**src/rtl/sram_sdi_pkg.sv**
```systemverilog
// Shared opcodes, FSM encoding and the serial shift helper for the SPI/SDI serial-SRAM responder.
package sram_sdi_pkg;

   localparam int ADDR_LEN = 24;

   localparam logic [7:0] OP_EDIO  = 8'h3B;
   localparam logic [7:0] OP_RSTIO = 8'hFF;
   localparam logic [7:0] OP_WRITE = 8'h02;
   localparam logic [7:0] OP_READ  = 8'h03;

   typedef enum logic [2:0] {
      ST_IDLE   = 3'd0,
      ST_CMD    = 3'd1,
      ST_ADDR   = 3'd2,
      ST_DUMMY  = 3'd3,
      ST_WDATA  = 3'd4,
      ST_RDATA  = 3'd5,
      ST_IGNORE = 3'd6
   } state_e;

   // Appends one edge worth of input bits: both pins in dual mode, d[0] only in single mode.
   function automatic logic [ADDR_LEN-1:0] shift_in(input logic [ADDR_LEN-1:0] sh,
                                                    input logic [1:0]          d,
                                                    input logic                dual);
      if (dual) begin
         return {sh[ADDR_LEN-3:0], d};
      end else begin
         return {sh[ADDR_LEN-2:0], d[0]};
      end
   endfunction

endpackage

```
**src/rtl/sram_sdi_responder_if.sv**
```systemverilog
// Byte-wide synchronous RAM port between the responder (master) and the memory array (slave).
interface sram_sdi_responder_if #(
   parameter int ADDR_W = 17
);
   logic [ADDR_W-1:0] mem_addr;
   logic [7:0]        mem_wdata;
   logic              mem_we;
   logic              mem_re;
   logic [7:0]        mem_rdata;

   modport master (output mem_addr, output mem_wdata, output mem_we, output mem_re, input mem_rdata);
   modport slave  (input mem_addr, input mem_wdata, input mem_we, input mem_re, output mem_rdata);
endinterface

```
**src/rtl/sdi_pin_sync.sv**
```systemverilog
// Two-stage synchronizers for the asynchronous serial pins plus single-cycle edge pulses.
module sdi_pin_sync (
   input  logic       clk,
   input  logic       reset_n,
   input  logic       sck,
   input  logic       cs,
   input  logic [1:0] d_in,
   output logic       sck_rise,
   output logic       sck_fall,
   output logic       cs_rise,
   output logic       cs_fall,
   output logic [1:0] d_s
);
   logic [2:0] sck_sync_q, sck_sync_d;
   logic [2:0] cs_sync_q,  cs_sync_d;
   logic [3:0] d_sync_q,   d_sync_d;

   // Stages 0-1 synchronize; stage 2 holds the previous value for edge detection.
   always_comb begin
      sck_sync_d = {sck_sync_q[1:0], sck};
      cs_sync_d  = {cs_sync_q[1:0], cs};
      d_sync_d   = {d_sync_q[1:0], d_in};
   end

   // Synchronizer flops; cs idles high so reset never looks like a select.
   always_ff @(posedge clk or negedge reset_n) begin
      if (!reset_n) begin
         sck_sync_q <= 3'b000;
         cs_sync_q  <= 3'b111;
         d_sync_q   <= 4'b0000;
      end else begin
         sck_sync_q <= sck_sync_d;
         cs_sync_q  <= cs_sync_d;
         d_sync_q   <= d_sync_d;
      end
   end

   assign sck_rise = sck_sync_q[1] & ~sck_sync_q[2];
   assign sck_fall = ~sck_sync_q[1] & sck_sync_q[2];
   assign cs_rise  = cs_sync_q[1] & ~cs_sync_q[2];
   assign cs_fall  = ~cs_sync_q[1] & cs_sync_q[2];
   assign d_s      = d_sync_q[3:2];

endmodule

```
**src/rtl/sram_sdi_responder.sv**
```systemverilog
// Serial-SRAM target: decodes SPI/SDI READ/WRITE/EDIO/RSTIO transactions into byte accesses
// on a synchronous RAM port, with read prefetch so sequential reads stream without gaps.
module sram_sdi_responder
   import sram_sdi_pkg::*;
#(
   parameter int ADDR_W = 17,
   parameter int RD_LAT = 1
) (
   input  logic                 clk,
   input  logic                 reset_n,
   input  logic                 sck,
   input  logic                 cs,
   input  logic [1:0]           d_in,
   output logic [1:0]           d_out,
   output logic [1:0]           d_oe,
   sram_sdi_responder_if.master mem,
   output logic                 sdi_mode,
   output logic                 busy,
   output logic                 cmd_err
);
   logic                sck_rise, sck_fall, cs_rise, cs_fall;
   logic [1:0]          d_s;
   state_e              state_q, state_d;
   logic [2:0]          bit_cnt_q, bit_cnt_d;
   logic [1:0]          addr_byte_q, addr_byte_d;
   logic [ADDR_LEN-1:0] sh_q, sh_d, sh_nxt;
   logic                is_read_q, is_read_d;
   logic [ADDR_W-1:0]   mem_addr_q, mem_addr_d;
   logic [7:0]          mem_wdata_q, mem_wdata_d;
   logic                mem_we_q, mem_we_d, mem_re_q, mem_re_d;
   logic [RD_LAT-1:0]   re_dly_q, re_dly_d;
   logic [7:0]          out_sh_q, out_sh_d, pref_q, pref_d, src_s;
   logic [3:0]          edges_q, edges_d, per_byte_s;
   logic                got_first_q, got_first_d;
   logic [1:0]          d_out_q, d_out_d, d_oe_q, d_oe_d;
   logic                sdi_mode_q, sdi_mode_d, busy_q, busy_d, cmd_err_q, cmd_err_d;
   logic                rise_ev, fall_ev, byte_done;

   sdi_pin_sync u_sync (
      .clk      (clk),
      .reset_n  (reset_n),
      .sck      (sck),
      .cs       (cs),
      .d_in     (d_in),
      .sck_rise (sck_rise),
      .sck_fall (sck_fall),
      .cs_rise  (cs_rise),
      .cs_fall  (cs_fall),
      .d_s      (d_s)
   );

   // A cs rise in the same cycle as an sck edge suppresses the edge.
   always_comb begin
      rise_ev    = sck_rise & ~cs_rise;
      fall_ev    = sck_fall & ~cs_rise;
      sh_nxt     = shift_in(sh_q, d_s, sdi_mode_q);
      per_byte_s = sdi_mode_q ? 4'd4 : 4'd8;
      byte_done  = rise_ev && (bit_cnt_q == (sdi_mode_q ? 3'd3 : 3'd7));
   end

   // Next-state logic.
   always_comb begin
      state_d = state_q;
      if (cs_rise) begin
         state_d = ST_IDLE;
      end else begin
         case (state_q)
            ST_IDLE: begin
               if (cs_fall) state_d = ST_CMD;
               else         state_d = ST_IDLE;
            end
            ST_CMD: begin
               if (byte_done) begin
                  case (sh_nxt[7:0])
                     OP_WRITE, OP_READ: state_d = ST_ADDR;
                     default:           state_d = ST_IGNORE;
                  endcase
               end else begin
                  state_d = ST_CMD;
               end
            end
            ST_ADDR: begin
               if (byte_done && (addr_byte_q == 2'd2)) begin
                  if (!is_read_q)      state_d = ST_WDATA;
                  else if (sdi_mode_q) state_d = ST_DUMMY;
                  else                 state_d = ST_RDATA;
               end else begin
                  state_d = ST_ADDR;
               end
            end
            ST_DUMMY: begin
               if (byte_done) state_d = ST_RDATA;
               else           state_d = ST_DUMMY;
            end
            default: state_d = state_q;
         endcase
      end
   end

   // Datapath and registered-output next values.
   always_comb begin
      bit_cnt_d   = bit_cnt_q;
      addr_byte_d = addr_byte_q;
      sh_d        = sh_q;
      is_read_d   = is_read_q;
      mem_addr_d  = mem_addr_q;
      mem_wdata_d = mem_wdata_q;
      mem_we_d    = 1'b0;
      mem_re_d    = 1'b0;
      re_dly_d    = RD_LAT'({re_dly_q, mem_re_q});
      out_sh_d    = out_sh_q;
      pref_d      = pref_q;
      src_s       = 8'h00;
      edges_d     = edges_q;
      got_first_d = got_first_q;
      d_out_d     = d_out_q;
      d_oe_d      = d_oe_q;
      sdi_mode_d  = sdi_mode_q;
      busy_d      = busy_q;
      cmd_err_d   = cmd_err_q;
      // Write address advances the cycle after the strobe.
      if (mem_we_q) mem_addr_d = mem_addr_q + ADDR_W'(1);
      else          mem_addr_d = mem_addr_q;
      if (cs_rise) begin
         d_oe_d  = 2'b00;
         d_out_d = 2'b00;
         busy_d  = 1'b0;
      end else begin
         if (rise_ev && (state_q inside {ST_CMD, ST_ADDR, ST_DUMMY, ST_WDATA})) begin
            sh_d      = sh_nxt;
            bit_cnt_d = byte_done ? 3'd0 : bit_cnt_q + 3'd1;
         end else begin
            sh_d = sh_q;
         end
         case (state_q)
            ST_IDLE: begin
               if (cs_fall) begin
                  bit_cnt_d = 3'd0;
                  cmd_err_d = 1'b0;
                  busy_d    = 1'b1;
               end else begin
                  busy_d = 1'b0;
               end
            end
            ST_CMD: begin
               if (byte_done) begin
                  addr_byte_d = 2'd0;
                  case (sh_nxt[7:0])
                     OP_EDIO:  sdi_mode_d = 1'b1;
                     OP_RSTIO: sdi_mode_d = 1'b0;
                     OP_WRITE: is_read_d  = 1'b0;
                     OP_READ:  is_read_d  = 1'b1;
                     default:  cmd_err_d  = 1'b1;
                  endcase
               end else begin
                  addr_byte_d = addr_byte_q;
               end
            end
            ST_ADDR: begin
               if (byte_done) begin
                  addr_byte_d = addr_byte_q + 2'd1;
                  if (addr_byte_q == 2'd2) begin
                     mem_addr_d  = sh_nxt[ADDR_W-1:0];
                     mem_re_d    = is_read_q && !sdi_mode_q;
                     edges_d     = 4'd0;
                     got_first_d = 1'b0;
                  end else begin
                     got_first_d = got_first_q;
                  end
               end else begin
                  addr_byte_d = addr_byte_q;
               end
            end
            ST_DUMMY: begin
               if (byte_done) mem_re_d = 1'b1;
               else           mem_re_d = 1'b0;
            end
            ST_WDATA: begin
               if (byte_done) begin
                  mem_wdata_d = sh_nxt[7:0];
                  mem_we_d    = 1'b1;
               end else begin
                  mem_we_d = 1'b0;
               end
            end
            ST_RDATA: begin
               // Exhausted byte is replaced by the prefetched one on the same falling edge.
               if (fall_ev) begin
                  if (edges_q == per_byte_s) begin
                     src_s    = pref_q;
                     edges_d  = 4'd1;
                     mem_re_d = 1'b1;
                  end else begin
                     src_s   = out_sh_q;
                     edges_d = edges_q + 4'd1;
                  end
                  d_oe_d   = sdi_mode_q ? 2'b11 : 2'b10;
                  d_out_d  = sdi_mode_q ? src_s[7:6] : {src_s[7], 1'b0};
                  out_sh_d = sdi_mode_q ? {src_s[5:0], 2'b00} : {src_s[6:0], 1'b0};
               end else begin
                  edges_d = edges_q;
               end
               if (re_dly_q[RD_LAT-1]) begin
                  mem_addr_d = mem_addr_q + ADDR_W'(1);
                  if (!got_first_q) begin
                     out_sh_d    = mem.mem_rdata;
                     got_first_d = 1'b1;
                     mem_re_d    = 1'b1;
                  end else begin
                     pref_d = mem.mem_rdata;
                  end
               end else begin
                  pref_d = pref_q;
               end
            end
            default: busy_d = busy_q;
         endcase
      end
   end

   // State and datapath registers.
   always_ff @(posedge clk or negedge reset_n) begin
      if (!reset_n) begin
         state_q     <= ST_IDLE;
         bit_cnt_q   <= 3'd0;
         addr_byte_q <= 2'd0;
         sh_q        <= '0;
         is_read_q   <= 1'b0;
         mem_addr_q  <= '0;
         mem_wdata_q <= 8'h00;
         mem_we_q    <= 1'b0;
         mem_re_q    <= 1'b0;
         re_dly_q    <= '0;
         out_sh_q    <= 8'h00;
         pref_q      <= 8'h00;
         edges_q     <= 4'd0;
         got_first_q <= 1'b0;
         d_out_q     <= 2'b00;
         d_oe_q      <= 2'b00;
         sdi_mode_q  <= 1'b0;
         busy_q      <= 1'b0;
         cmd_err_q   <= 1'b0;
      end else begin
         state_q     <= state_d;
         bit_cnt_q   <= bit_cnt_d;
         addr_byte_q <= addr_byte_d;
         sh_q        <= sh_d;
         is_read_q   <= is_read_d;
         mem_addr_q  <= mem_addr_d;
         mem_wdata_q <= mem_wdata_d;
         mem_we_q    <= mem_we_d;
         mem_re_q    <= mem_re_d;
         re_dly_q    <= re_dly_d;
         out_sh_q    <= out_sh_d;
         pref_q      <= pref_d;
         edges_q     <= edges_d;
         got_first_q <= got_first_d;
         d_out_q     <= d_out_d;
         d_oe_q      <= d_oe_d;
         sdi_mode_q  <= sdi_mode_d;
         busy_q      <= busy_d;
         cmd_err_q   <= cmd_err_d;
      end
   end

   assign d_out         = d_out_q;
   assign d_oe          = d_oe_q;
   assign sdi_mode      = sdi_mode_q;
   assign busy          = busy_q;
   assign cmd_err       = cmd_err_q;
   assign mem.mem_addr  = mem_addr_q;
   assign mem.mem_wdata = mem_wdata_q;
   assign mem.mem_we    = mem_we_q;
   assign mem.mem_re    = mem_re_q;

endmodule

```
**src/flat_wrapper.sv**
```systemverilog
// flat-port wrapper written by rule: the top's interface ports become plain ports
module sram_sdi_responder_flat import sram_sdi_pkg::*;
#(
   parameter int ADDR_W = 17,
   parameter int RD_LAT = 1
)
  (clk, reset_n, sck, cs, d_in, d_out, d_oe, sdi_mode, busy, cmd_err, mem_mem_addr, mem_mem_wdata, mem_mem_we, mem_mem_re, mem_mem_rdata);
  sram_sdi_responder_if #(.ADDR_W(ADDR_W)) mem_i ();
  input  logic clk;
  input  logic reset_n;
  input  logic sck;
  input  logic cs;
  input  logic [1:0] d_in;
  output logic [1:0] d_out;
  output logic [1:0] d_oe;
  output logic sdi_mode;
  output logic busy;
  output logic cmd_err;
  output wire logic [$bits(mem_i.mem_addr)-1:0] mem_mem_addr;
  output wire logic [$bits(mem_i.mem_wdata)-1:0] mem_mem_wdata;
  output wire logic [$bits(mem_i.mem_we)-1:0] mem_mem_we;
  output wire logic [$bits(mem_i.mem_re)-1:0] mem_mem_re;
  input wire logic [$bits(mem_i.mem_rdata)-1:0] mem_mem_rdata;
  assign mem_mem_addr = mem_i.mem_addr;
  assign mem_mem_wdata = mem_i.mem_wdata;
  assign mem_mem_we = mem_i.mem_we;
  assign mem_mem_re = mem_i.mem_re;
  assign mem_i.mem_rdata = mem_mem_rdata;
  sram_sdi_responder #(.ADDR_W(ADDR_W), .RD_LAT(RD_LAT)) u_core (.clk(clk), .reset_n(reset_n), .sck(sck), .cs(cs), .d_in(d_in), .d_out(d_out), .d_oe(d_oe), .mem(mem_i), .sdi_mode(sdi_mode), .busy(busy), .cmd_err(cmd_err));
endmodule
```
**config.mk**
```make
export PLATFORM = sky130hd
export DESIGN_NAME = sram_sdi_responder_flat
export DESIGN_NICKNAME = d
export VERILOG_FILES = /design/src/rtl/sram_sdi_pkg.sv /design/src/rtl/sram_sdi_responder_if.sv /design/src/rtl/sdi_pin_sync.sv /design/src/rtl/sram_sdi_responder.sv /design/src/flat_wrapper.sv
export SDC_FILE = /design/constraint.sdc
export NUM_CORES = 1
export LEC_CHECK = 0
export CAP_MARGIN = 20
export CORE_MARGIN = 3
export CORE_UTILIZATION = 52
export CTS_CLUSTER_SIZE = 24
export DETAILED_ROUTE_END_ITERATION = 10
export PLACE_DENSITY = 0.86
export SYNTH_ARGS = -nofsm -noshare
export SYNTH_HDL_FRONTEND = slang
export SYNTH_SLANG_ARGS = --single-unit
```
**constraint.sdc**
```tcl
create_clock -name clk -period 1.9 [get_ports clk]
set_input_delay 0.285 -clock clk [delete_from_list [all_inputs] [get_ports clk]]
set_output_delay 0.285 -clock clk [all_outputs]
set_load 0.01 [all_outputs]
```
# After elaboration in Yosys (flattened, before gate mapping)
# Index checks and enable logic that the tools add are counted.
word_totals:
  register_bits: 91
  in_bits: 14
  out_inout_bits: 34
  wordCells: 152
classes:
  add_sub_neg: 4
  n_eq_ne: 19
  n_mux: 67
  bitwise_logic: 11
  n_reduce_logical: 29
op_table:
  columns: ["op", "count"]
  rows:
  - ["two-way mux 17 bit", 6]
  - ["two-way mux 8 bit", 5]
  - ["two-way mux 3 bit", 12]
  - ["case mux 17 bit (2 select lines)", 1]
  - ["two-way mux 1 bit", 22]
  - ["two-way mux 4 bit", 5]
  - ["adder 17 x 1 -> 17 bit (second input constant)", 1]
  - ["== test 8 x 2 -> 1 bit (second input constant)", 2]
  - ["two-way mux 2 bit", 8]
  - ["AND reduction 4 bit", 4]
  - ["nonzero test 2 bit", 8]
  - ["AND reduction 5 bit", 3]
  - ["inequality test 2 x 1 -> 1 bit (second input constant)", 6]
  - ["case mux 3 bit (4 select lines)", 1]
  - ["== test 8 x 6 -> 1 bit (second input constant)", 1]
  - ["== test 8 bit (second input constant)", 1]
  - ["case mux 1 bit (2 select lines)", 4]
  - ["case mux 4 bit (2 select lines)", 1]
  - ["AND 1 bit", 6]
  - ["== test 3 x 2 -> 1 bit (second input constant)", 2]
  - ["== test 3 bit (second input constant)", 2]
  - ["AND reduction 2 bit", 3]
  - ["inverter 1 bit", 5]
  - ["nonzero test 5 bit", 1]
  - ["other kinds (17)", 20]

# Logic depth before layout (Yosys ltp)
depth:
  depth_word: 9
  depth_mapped: 9

# Modules after synthesis
# From an unflattened synthesis, not the netlist that was laid out.
unflattened:
  hier_cells: 524
  area_unflattened_um2: 4973.5
modules_own_cells:
  columns: ["mod", "instances", "cells_each", "area_each_um2", "seq_area_each_um2"]
  rows:
  - ["sram_sdi_responder", 1, 508, 4669.5, 2026.9]
  - ["sdi_pin_sync", 1, 16, 304.0, 254.0]

# Worst setup path before layout
# Ideal clock, no wire load.
synth_path:
  path_kind: "flip-flop to flip-flop"
  start: "register u_core.u_sync.cs_sync_q[2]"
  end: "register u_core.mem_wdata_q[5] (netlist: u_core.mem.mem_wdata[5])"
  setup_time_ns: 0.127
  arrival_time_ns: 1.789
  required_ns: 1.773
  path_slack_ns: -0.016
  path_stages_with_launch: 7
  synth_period_minus_slack_ns: 1.916
  cell_sequence: "dfstp_2 > nand2b_1 > buf_2 > nand4_4 > nor4b_4 > buf_6 > mux2_1"
synth_via:
  elab_chain_len: 6
synth_rtl:
  columns: ["element", "line_no", "text"]
  rows:
  - ["start, declared", "sdi_pin_sync.sv:15", "logic [2:0] cs_sync_q, cs_sync_d;"]
  - ["start signal, assigned", "sdi_pin_sync.sv:33", "cs_sync_q <= cs_sync_d;"]
  - ["inverter 1 bit *", "sdi_pin_sync.sv:40", "assign cs_rise = cs_sync_q[1] & ~cs_sync_q[2];"]
  - ["AND 1 bit *", "sdi_pin_sync.sv:40", null]
  - ["inverter 1 bit (no source line) *", null, null]
  - ["AND 1 bit", "sram_sdi_responder.sv:54", "rise_ev = sck_rise & ~cs_rise;"]
  - ["logical AND 1 bit", "sram_sdi_responder.sv:58", "byte_done = rise_ev && (bit_cnt_q == (sdi_mode_q ? 3'd3 : 3'd7));"]
  - ["AND reduction 3 bit (no source line) *", null, null]
  - ["end signal, assigned", "sram_sdi_responder.sv:250", "mem_wdata_q <= mem_wdata_d;"]
  - ["end, declared", "sram_sdi_responder.sv:29", "logic [7:0] mem_wdata_q, mem_wdata_d;"]
# Every way passes the cells marked *; elsewhere a longest branch is shown, timed or not.
# A chain may end at the register's enable or synchronous reset.

# Worst setup path in the final report
layout_path:
  start: "register u_core.state_q[1]"
  end: "register u_core.mem_addr_q[10] (netlist: u_core.mem.mem_addr[10])"
layout_via:
  elab_chain_len: 3
layout_rtl:
  columns: ["element", "line_no", "text"]
  rows:
  - ["start, declared", "sram_sdi_responder.sv:23", "state_e state_q, state_d;"]
  - ["start signal, assigned", "sram_sdi_responder.sv:244", "state_q <= state_d;"]
  - ["== test 3 bit / == test 3 x 2 -> 1 bit (equally long branches)", "sram_sdi_responder.sv:135", "case (state_q)"]
  - ["case mux 17 bit (2 select lines) *", "sram_sdi_responder.sv:135", null]
  - ["two-way mux 17 bit *", "sram_sdi_responder.sv:124", "if (cs_rise) begin"]
  - ["net u_core.mem_addr_d[10]", "sram_sdi_responder.sv:28", "logic [ADDR_W-1:0] mem_addr_q, mem_addr_d;"]
  - ["end signal, assigned", "sram_sdi_responder.sv:249", "mem_addr_q <= mem_addr_d;"]
  - ["end, declared", "sram_sdi_responder.sv:28", null]
# The timed path passes the listed nets; every way through them passes the cells marked *.

==> summary.txt <==
Status
  • Status: finished, violations left
  • Failing checks: setup timing

Worst setup path
  • CP Launch Type: register
  • Slowest-stage cell, CP: dfrtp_2
  • R2r startpoint: u_core.state_q[1]
  • CP peak stage delay: around 0.47 ns
  • Cell chain of the critical path: buf_6 > nand4b_1 > o21ai_4 > buf_6 > nand4_1 > or3_1 > nand3_1
  • Reg2reg end: u_core.mem.mem_addr[10]
  • Worst EP arrival: 2.31 ns
  • Critical Path RT: ~2.2 ns
  • R2R setup slack: -0.1 ns
  • Crit path capture type: register
  • CP max FO: 8
  • FF-to-FF path depth: 7
  • Crit path top cell by count: buf_6
  • Kind of critical path: reg -> reg

Floorplan
  • Core area: roughly 9000 µm²
  • Height of the die: between 100 and 150 µm
  • IO Pins: 48
  • Initial Util: 53.95%
  • Row count: 34
  • DIE WIDTH: slightly above 100 µm
  • Total die area: approximately 10000 µm²

Global route
  • Initial antenna violation count: 0
  • Vias in the first global route: ~4200
  • Tot GR Track Use: about a quarter
  • Global-route wire length before repair: ~21 mm
  • Largest net degree at the start of global routing: 40
  • Total gr overflow: 0

Yosys
  • Synth top cells by count: dfrtp_1 (88), nand2_1 (37), o21ai_0 (33), a21oi_1 (29), nor2_1 (26)
  • Async set-reset flop share out of synthesis: between 90% and 100%
  • #FFs+latches synth: 91
  • Synth area leader: dfrtp_1
  • Post-synthesis cell type count: between 60 and 70
  • Ranking of synthesized cells by area: dfrtp_1 (47%), mux2i_1 (5.1%), mux2_2 (4.8%)
  • Synth Flop Type: dfrtp_1
  • Mean Syn Cell Area: between 10 and 15 µm²
  • Syn_nets: approximately 480
  • Dominant cell by count in the synthesized netlist: dfrtp_1
  • Post-Syn Instances: between 400 and 500
  • YS warnings: 0
  • Post-Synthesis Cell Area: about 4700 µm²
  • Number of flops mapped to enable cells by yosys: 0
  • Synth top area share: ~47%
  • Post-synthesis sequential area ratio: between 40% and 50%

Cells and area
  • Area Overhead vs Synth: 30.56%
  • Net count, final: 580
  • # fillers: approximately 580
  • Sequential Area: roughly 2300 µm²
  • Ant diodes: 0
  • Design area: between 6000 and 7000 µm²
  • Share of layout cells above drive strength 1: around 27%
  • Footprint of the multi-input gates: about 2400 µm²

Hold path
  • Beginning of the worst hold path: cs
  • Min-delay worst type: in -> reg
  • Hold Path End: u_core.u_sync.cs_sync_q[0]
  • Hold Path Cell Cnt: 1

Flow run
  • Max-Cap Viols: 0

Power and ir drop
  • Total power: between 4 and 5 mW
  • Maximum vdd ir drop: 650.5 µV
  • Psw: 1.072 mW
  • Net Sw Frac: between 20% and 30%
  • P_leak: around 2.7 nW
  • Internal power component: around 3.0 mW
  • PwrDens: 660.3 nW/µm²
  • Seq pwr share: 52.5%
  • Clock Power Share: 36.8%
  • Combinational group share of total power: between 10% and 20%

Timing
  • Final setup fails: 7
  • Peak Freq: around 500 MHz
  • Final min period: between 1.5 and 2 ns
  • Slew at the pin closest to its max-slew limit: approximately 0.45 ns
  • Final worst path period share: 105.1%
  • Final setup margin: -0.09738 ns
  • Final hold vios: 0
  • RSZ-0062 raised after global routing: true
  • Final slew viol count: 0
  • Fin Setup TNS: -0.1536 ns
  • Slew HR: about 70%
  • Worst Skew: roughly 0.014 ns

CTS
  • CTS tree: built
  • Skew-Pair Late Insertion Delay: between 0.3 and 0.4 ns
  • Clock root cell: clkbuf_8
  • Sink Count: just over 90
  • CTS max path bufs: 2
  • CTS Buf Count: 9
  • H-Tree Depth: 3
  • CTS clk-pin slew, worst paths: approximately 0.10 ns

Detailed routing
  • Initial DRC count: between 400 and 500
  • Vias post-DR: approximately 4300
  • DRT Pass-1 Iters: 6
  • Final WL: about 13 mm
  • Vias/cell: between 6 and 7
  • Post-route antenna net violation count: 0
  • DRC: 0
  • Post-DR wirelength/cell: ~20 µm

Placement
  • Number of port buffers: 47
  • Final GP Congestion: between 0.9 and 1
  • Post-DP HPWL: around 8.8 mm
  • DP Area: about 5700 µm²
-- cells in the final DEF, fill, tap and decap left out, drive strengths merged, types with 6 or more instances in the layout --
cell | netlist | layout
nand4 | 11 | 11
xor2 | 8 | 8
clkdlybuf4s50 | 0 | 45
or3 | 6 | 6
o21ai | 36 | 36
o221ai | 7 | 7
mux2 | 21 | 21
and3 | 6 | 6
nand2 | 37 | 37
mux2i | 24 | 24
nand3 | 15 | 15
o22ai | 7 | 7
buf | 20 | 69
clkbuf | 4 | 11
a22oi | 9 | 9
inv | 9 | 11
dfrtp | 88 | 88
nor4 | 7 | 7
nor3 | 10 | 10
a21oi | 30 | 30
nor2 | 27 | 27
-- layer usage --
metal	part of all wire [%]	up-vias	track usage (%)
met5	0	-	0
met4	3.1	0	11.04
met3	7.7	49	4.821
met2	50	250	41.25
met1	39	2127	34.37
li1	-	1921	-
-- flip-flops by register name, indices dropped and copies added (netlist names), 3 cells and up --
signal,cells
u_core.bit_cnt_q,3
u_core.edges_q,4
u_core.mem.mem_addr,17
u_core.mem.mem_wdata,8
u_core.out_sh_q,8
u_core.pref_q,8
u_core.sh_q,16
u_core.state_q,3
u_core.u_sync.cs_sync_q,3
u_core.u_sync.d_sync_q,4
u_core.u_sync.sck_sync_q,3
-- worst max-delay path: cells and delay by family (launching register included) --
family / cells / cell delay [ns]
and+or+nand+nor: 4 / 0.86
DFF: 1 / 0.47
buffers and inverters: 2 / 0.30
AOI/OAI and AO/OA: 1 / 0.30
-- cells by family (layout without fill, tap and decap cells) --
family | Yosys count | after routing | share of synthesized area (%)
adder cells (fa/ha/maj) | 5 | 5 | 1.323
XOR/XNOR | 12 | 12 | 2.382
flip-flops | 91 | 91 | 48.24
AND/OR/NAND/NOR | 149 | 149 | 17.73
buffers and inverters | 33 | 142 | 3.572
multiplexers | 45 | 45 | 10.08
AO/OA/AOI/OAI | 122 | 122 | 16.67
-- power groups by stage --
stage	clock network (mW)	logic (mW)	registers (mW)
3_5_place_dp	0	0.404	2.17
6_report	1.50	0.433	2.14
5_1_grt	1.59	0.469	2.15
2_1_floorplan	0	0.222	2.14
4_1_cts	1.51	0.420	2.13
3_3_place_gp	0	0.387	2.16
-- worst max-delay path by stage --
stage,start,to,depth (start not counted),slack [ns]
6_report,u_core.state_q[1],u_core.mem.mem_addr[10],7,-0.1
2_1_floorplan,u_core.u_sync.cs_sync_q[2],u_core.mem.mem_wdata[5],6,0.03
5_1_grt,u_core.state_q[1],u_core.mem.mem_addr[10],7,-0.11
3_3_place_gp,u_core.addr_byte_q[0],u_core.mem.mem_addr[8],9,-0.04
4_1_cts,u_core.addr_byte_q[0],u_core.mem.mem_addr[8],9,0.01
3_5_place_dp,u_core.addr_byte_q[0],u_core.mem.mem_addr[8],8,-0.07
-- metrics by stage --
step | instances | setup slack (ns) | utilization, % | hold slack (ns)
6_report | 674 | -0.09738 | 70.45 | 0.3266
5_1_grt | 674 | -0.1114 | 70.45 | 0.3335
2_1_floorplan | 457 | 0.02560 | - | -0.01059
4_1_cts | 668 | 0.01077 | 68.49 | 0.3208
3_5_place_dp | 645 | -0.06574 | 64.75 | 0.2593
3_3_place_gp | 645 | -0.03576 | 64.75 | 0.2512
-- final cells by class --
class                      instances  area share [%]
clock inverter                     5           1.338
multi-input combinational        333           38.99
timing repair buffer             117           17.63
tap                              108           2.189
sequential                        91           37.01
inverter                           9          0.5472
clock buffer                      11           2.290
-- timing repair --
action | CTS | global route
buffers inserted | 5 | 6
endpoints found under the setup margin | 14 | 44
hold buffers | 1 | 0
pin swaps | 1 | 8
gates cloned | 1 | 0
hold endpoints to repair | 28 | 0
resized for setup | 10 | 36
Power figures use the tool's default switching activity.
